`config.mk`:
```
export PLATFORM = sky130hd
export DESIGN_NAME = serial_rx16
export DESIGN_NICKNAME = d
export VERILOG_FILES = /design/src/rtl/serial_pkg.sv /design/src/rtl/rx_bit_counter.sv /design/src/rtl/serial_rx16.sv
export SDC_FILE = /design/constraint.sdc
export NUM_CORES = 1
export LEC_CHECK = 0
export ABC_AREA = 1
export BUFFER_PORTS_ARGS = -buffer_cell sky130_fd_sc_hd__buf_2
export CAP_MARGIN = 20
export CORE_ASPECT_RATIO = 0.75
export CORE_UTILIZATION = 40
export CTS_BUF_LIST = sky130_fd_sc_hd__clkbuf_4 sky130_fd_sc_hd__clkbuf_8
export DETAILED_ROUTE_END_ITERATION = 8
export PLACE_DENSITY = 0.61
export SKIP_CTS_REPAIR_TIMING = 1
export SLEW_MARGIN = 20
export SYNTH_ARGS = -nofsm -noshare
export SYNTH_HDL_FRONTEND = slang
export SYNTH_SLANG_ARGS = --single-unit
```
`constraint.sdc`:
```
create_clock -name clk -period 1.6 [get_ports clk]
set_clock_uncertainty 0.2 [all_clocks]
set_input_delay 0.16 -clock clk [delete_from_list [all_inputs] [get_ports clk]]
set_output_delay 0.16 -clock clk [all_outputs]
set_load 0.05 [all_outputs]
```
`src/rtl/serial_pkg.sv`:
```
// serial_pkg: types and constants shared by both ends of the bit-serial link.
//   rx_state_t - receiver FSM states (PAR is only reachable when the
//                SERIAL_RX16_PARITY_EN macro is defined).
//   SER_WIDTH  - word width carried by the link.
//   SER_CNT_W  - width of the bit counter that walks through the word.
package serial_pkg;

  localparam int SER_WIDTH = 16;
  localparam int SER_CNT_W = 4;

  typedef enum logic [1:0] {
    IDLE  = 2'd0,
    SHIFT = 2'd1,
    PAR   = 2'd2,
    DONE  = 2'd3
  } rx_state_t;

endpackage

```
`src/rtl/rx_bit_counter.sv`:
```
// rx_bit_counter: bit-position counter for the serial receiver.
// Ports:
//   clk   in   rising-edge clock
//   rst_n in   synchronous active-low reset (counter returns to 0)
//   load  in   frame start: counter becomes 1 (bit 0 is written this cycle)
//   inc   in   advance to the next bit slot; wraps from all-ones to 0
//   cnt   out  current bit slot
//   last  out  high when cnt addresses the final slot
module rx_bit_counter
  import serial_pkg::*;
#(
  parameter int CNT_W = SER_CNT_W
) (
  input  logic             clk,
  input  logic             rst_n,
  input  logic             load,
  input  logic             inc,
  output logic [CNT_W-1:0] cnt,
  output logic             last
);

  logic [CNT_W-1:0] cnt_q;
  logic [CNT_W-1:0] cnt_d;

  // Load wins over increment: a frame restart must always land on slot 1.
  always_comb begin
    cnt_d = cnt_q;
    if (load) begin
      cnt_d = CNT_W'(1);
    end else if (inc) begin
      cnt_d = cnt_q + 1'b1;
    end
  end

  always_ff @(posedge clk) begin
    if (!rst_n) begin
      cnt_q <= '0;
    end else begin
      cnt_q <= cnt_d;
    end
  end

  assign cnt  = cnt_q;
  assign last = (cnt_q == {CNT_W{1'b1}});

endmodule

```
`src/rtl/serial_rx16.sv`:
```
// serial_rx16: rebuilds a 16-bit word from an LSB-first bit-serial stream and
// offers it to the consumer over a valid/ready handshake.
// Ports:
//   clk, rst_n        clock and synchronous active-low reset
//   sdata, svalid     serial bit and its qualifier
//   sframe            with svalid: this bit is bit 0 of a new frame
//   pdata, pvalid     assembled word (held while pvalid) and its qualifier
//   pready            consumer accept; transfer on pvalid & pready
//   frame_err         1-cycle pulse: frame restarted before completion
//   overrun           1-cycle pulse: bit arrived while a word was pending
//   par_err           even-parity mismatch, valid with pvalid
// Configuration macro: SERIAL_RX16_PARITY_EN adds a parity bit after bit 15.
// Without it par_err is tied to 0.
// WIDTH must equal 2**CNT_W so the counter addresses every slot exactly once.
module serial_rx16
  import serial_pkg::*;
#(
  parameter int WIDTH = SER_WIDTH,
  parameter int CNT_W = SER_CNT_W
) (
  input  logic             clk,
  input  logic             rst_n,
  input  logic             sdata,
  input  logic             svalid,
  input  logic             sframe,
  output logic [WIDTH-1:0] pdata,
  output logic             pvalid,
  input  logic             pready,
  output logic             frame_err,
  output logic             overrun,
  output logic             par_err
);

  rx_state_t        state_q, state_d;
  logic [WIDTH-1:0] pdata_q, pdata_d;
  logic             frame_err_q, frame_err_d;
  logic             overrun_q, overrun_d;
`ifdef SERIAL_RX16_PARITY_EN
  logic             par_err_q, par_err_d;
`endif

  logic             cnt_load;
  logic             cnt_inc;
  logic             wr_en;
  logic [CNT_W-1:0] cnt;
  logic             cnt_last;
  logic [CNT_W-1:0] wr_sel;
  logic [WIDTH-1:0] slot_we;

  rx_bit_counter #(.CNT_W(CNT_W)) u_cnt (
    .clk  (clk),
    .rst_n(rst_n),
    .load (cnt_load),
    .inc  (cnt_inc),
    .cnt  (cnt),
    .last (cnt_last)
  );

  // Next-state logic. Every accepted data bit raises wr_en; a frame start
  // also raises cnt_load, which steers the write to slot 0.
  always_comb begin
    state_d     = state_q;
    frame_err_d = 1'b0;
    overrun_d   = 1'b0;
    cnt_load    = 1'b0;
    cnt_inc     = 1'b0;
    wr_en       = 1'b0;
`ifdef SERIAL_RX16_PARITY_EN
    par_err_d   = par_err_q;
`endif
    case (state_q)
      IDLE: begin
        if (svalid && sframe) begin
          cnt_load = 1'b1;
          wr_en    = 1'b1;
          state_d  = SHIFT;
        end
      end
      SHIFT: begin
        if (svalid) begin
          wr_en = 1'b1;
          if (sframe) begin
            cnt_load    = 1'b1;
            frame_err_d = 1'b1;
          end else begin
            cnt_inc = 1'b1;
            if (cnt_last) begin
`ifdef SERIAL_RX16_PARITY_EN
              state_d = PAR;
`else
              state_d = DONE;
`endif
            end
          end
        end
      end
`ifdef SERIAL_RX16_PARITY_EN
      PAR: begin
        if (svalid) begin
          if (sframe) begin
            cnt_load    = 1'b1;
            wr_en       = 1'b1;
            frame_err_d = 1'b1;
            state_d     = SHIFT;
          end else begin
            // Even parity: the XOR over all data bits plus the parity bit is 0.
            par_err_d = ^pdata_q ^ sdata;
            state_d   = DONE;
          end
        end
      end
`endif
      DONE: begin
        if (pready) begin
          state_d = IDLE;
`ifdef SERIAL_RX16_PARITY_EN
          par_err_d = 1'b0;
`endif
          // Back-to-back frames: a frame start in the handshake cycle is kept.
          if (svalid && sframe) begin
            cnt_load = 1'b1;
            wr_en    = 1'b1;
            state_d  = SHIFT;
          end
        end else if (svalid) begin
          overrun_d = 1'b1;
        end
      end
      default: begin
        state_d = IDLE;
      end
    endcase
  end

  // Slot write: decode the target slot into a one-hot write enable so only
  // the addressed bit of pdata changes; all other bits keep their value.
  always_comb begin
    wr_sel  = cnt_load ? '0 : cnt;
    slot_we = '0;
    if (wr_en) begin
      slot_we[wr_sel] = 1'b1;
    end
    for (int i = 0; i < WIDTH; i++) begin
      pdata_d[i] = slot_we[i] ? sdata : pdata_q[i];
    end
  end

  always_ff @(posedge clk) begin
    if (!rst_n) begin
      state_q     <= IDLE;
      pdata_q     <= '0;
      frame_err_q <= 1'b0;
      overrun_q   <= 1'b0;
`ifdef SERIAL_RX16_PARITY_EN
      par_err_q   <= 1'b0;
`endif
    end else begin
      state_q     <= state_d;
      pdata_q     <= pdata_d;
      frame_err_q <= frame_err_d;
      overrun_q   <= overrun_d;
`ifdef SERIAL_RX16_PARITY_EN
      par_err_q   <= par_err_d;
`endif
    end
  end

  assign pdata     = pdata_q;
  assign pvalid    = (state_q == DONE);
  assign frame_err = frame_err_q;
  assign overrun   = overrun_q;
`ifdef SERIAL_RX16_PARITY_EN
  assign par_err   = par_err_q;
`else
  assign par_err   = 1'b0;
`endif

endmodule

```
==> results.json <==
{
  "cp_max_fo": 8,
  "crit_required_ns": 1.57,
  "postSynthAreaPerCell_um2": 7.49,
  "dieWidth_um": 65.8,
  "clock.fmax_mhz": 649,
  "power_frac_comb": 0.128,
  "drtPass1Iterations": 4,
  "crit_type": "reg2reg",
  "crit_chain": "nand2_2 > inv_4 > a21oi_4 > nand2_4 > nor2_8 > nand3_1 > nand2_1 > nor2_1",
  "final_cell_mix": "24 x nand2_1, 24 x buf_2, 22 x nor2_1",
  "routed_via_density": 4.97,
  "startpoint": "state_q[1]",
  "grt_pass1_wl_um": 4430,
  "p_int_uw": 998,
  "dieArea_um2": 3280,
  "cp-end-kind": "flip-flop",
  "layout-drive-gt1-share": 0.330,
  "fillerInstances": 248,
  "clockRootBuffer": "clkbuf_8",
  "area_growth_pct": 29.9,
  "slowest_stage": "dfxtp_4",
  "synth_top_family_by_area": "simple AND/OR/NAND/NOR gates",
  "yosys.area_share.adder": 0.0102,
  "syn_inst": 163,
  "core_um2": 2740,
  "synth_mux_area_frac": 0,
  "worst_setup_path_start_kind": "flip-flop",
  "final_max_slew_viol_count": 0,
  "holdPathEnd": "u_cnt.cnt[1]",
  "pin_count": 26,
  "r2r_end": "pdata[5]",
  "place_congestion": 0.813,
  "critPathBufInv": 1,
  "nets": 205,
  "min_period_over_period": 0.962,
  "rsz0062_at_grt": "true",
  "clock-sinks": 24,
  "place_ws_ns": -0.0349,
  "drc": 0,
  "seqPwrFrac": 0.463,
  "hold_viol": 0,
  "dr.first_iter.drc_count": 64,
  "path_clk_slew_ns": 0.09,
  "slowest_delay_ns": 0.38,
  "power_density_nw_per_um2": 843,
  "cts_max_level": 1,
  "antenna_found_initial": 0,
  "yosysSeqAreaShare": 0.393,
  "hold_depth": 4,
  "yosys.area_share.simple": 0.402,
  "fin_ws_ns": 0.0603,
  "ys.warnings.count": 0,
  "synth-compound-area-share": 0.119,
  "synth_xor_area_frac": 0,
  "place_hpwl_um": 2060,
  "reg2reg_depth": 8,
  "layout.cells.non_filler": 233,
  "wl_um": 2830,
  "p_switching_uw": 339,
  "vias": 1158,
  "syn_area_um2": 1220,
  "leakage_uw": 0.000728,
  "wire_per_inst_um": 12.1,
  "synth_seq_cells": 24,
  "crit_family": "simple AND/OR/NAND/NOR gates",
  "swShare": 0.253,
  "pwr-share-clk": 0.409,
  "grt-ovfl-total": 0,
  "clk_latency_ns": 0.28,
  "peakVddDrop_uv": 393,
  "hp-start": "sframe",
  "dp_cells": 223,
  "ant_nets": 0,
  "rows": 16,
  "grt_max_degree": 16,
  "outcome": "finished, final reports clean",
  "cp.arrival_ns": 1.51,
  "initial_core_util": 0.445,
  "grt_usage": 0.176,
  "cts_made_buffers": 3,
  "rrSetupSlack_ns": 0.06,
  "setup_viol": 0,
  "cts_tree": "done",
  "r2r-start": "state_q[1]",
  "min_period_ns": 1.54,
  "hold_path.class": "in2reg",
  "fin_tns_setup_ns": 0,
  "maxCapViolCount": 0,
  "grt_pass1_vias": 964,
  "port_buffers": 24,
  "dieHeight_um": 49.9,
  "synth_cell_types": 28,
  "synth_nets": 170,
  "num_antenna_cells": 0,
  "cts_max_path_buffers": 2
}
## routing by layer
| layer | GRT usage | part of all wire | up-vias |
|---|---|---|---|
| met5 | 0 | 0 | - |
| met4 | 0.0217 | 0.010 | 0 |
| met3 | 0.0556 | 0.061 | 10 |
| met2 | 0.260 | 0.44 | 34 |
| met1 | 0.255 | 0.48 | 515 |
| li1 | - | - | 599 |
## stage by stage
stage | power (uW) | utilization | cell area [um^2] | hold WS, ns
floorplan | 741 | - | 1220 | 0.0918
global placement | 776 | 0.510 | 1400 | 0.200
detailed placement | 780 | 0.510 | 1400 | 0.239
CTS | 1310 | 0.536 | 1470 | -0.0474
global route | 1390 | 0.578 | 1590 | 0.0497
finish | 1340 | 0.578 | 1590 | 0.0338
## power by group through the flow
stage	clock network (uW)	logic [uW]	registers [uW]
after floorplan	0	99.6	641
after global placement	0	147	629
after detailed placement	0	150	630
after CTS	547	151	616
after global routing	583	186	620
final	547	171	619
## layout make-up
type,instances,area (um^2),area share
repair buffers,34,203,0.128
inverters,18,72.6,0.0457
clock inverters,1,30.0,0.0189
well taps,36,45.0,0.0284
multi-input cells,117,707,0.446
flip-flops and latches,24,488,0.308
clock buffers,3,41.3,0.0260
## synth_stat cells
| library cell | instances | share of area |
|---|---|---|
| nor3_1 | 8 | 0.033 |
| nand2_1 | 27 | 0.083 |
| nor2_1 | 22 | 0.068 |
| o211ai_2 | 2 | 0.020 |
| nor3_2 | 1 | 0.0082 |
| inv_2 | 2 | 0.0061 |
| buf_4 | 1 | 0.0061 |
| nand2_2 | 2 | 0.010 |
| nor3b_1 | 1 | 0.0061 |
| a311oi_1 | 1 | 0.0072 |
| a21oi_2 | 1 | 0.0072 |
| a21oi_1 | 15 | 0.061 |
| inv_1 | 15 | 0.046 |
| conb_1 | 1 | 0.0031 |
| nor2_2 | 3 | 0.015 |
| nand4_1 | 2 | 0.010 |
| nor2_4 | 3 | 0.028 |
| nand2_4 | 3 | 0.028 |
| buf_1 | 2 | 0.0061 |
| inv_4 | 1 | 0.0051 |
| dfxtp_1 | 24 | 0.39 |
| nand3_1 | 16 | 0.066 |
| o21ai_0 | 4 | 0.016 |
| clkbuf_1 | 1 | 0.0031 |
| nor2_8 | 2 | 0.033 |
| a211oi_1 | 1 | 0.0061 |
| nand3_4 | 1 | 0.014 |
| ha_1 | 1 | 0.010 |
## cell families after synthesis
kind of cell | Yosys count
AND/OR/NAND/NOR | 91
other | 1
buffers and inverters | 22
flip-flops | 24
adder cells (fa/ha/maj) | 1
AO/OA/AOI/OAI | 24
## flip-flops by register name, indices dropped and copies added, names as in the netlist
register and count:
frame_err 1, u_cnt.cnt 4, pdata 16, state_q 2, overrun 1
## worst reg2reg max path, cell delays in order, from the launching register on
cell and delay (ns):
dfxtp_4 0.38, nand2_2 0.09, inv_4 0.06, a21oi_4 0.21, nand2_4 0.10, nor2_8 0.18, nand3_1 0.09, nand2_1 0.08
nor2_1 0.04
## how the worst max path moves through the flow
stage,end,slack (ns),cells past startpoint
2_1_floorplan,pdata[13],0.03,9
3_3_place_gp,pdata[5],0.02,8
3_5_place_dp,pdata[9],-0.03,8
4_1_cts,pdata[5],-0.06,8
5_1_grt,pdata[5],-0.03,9
6_report,pdata[5],0.06,8
Power figures use the tool's default switching activity.
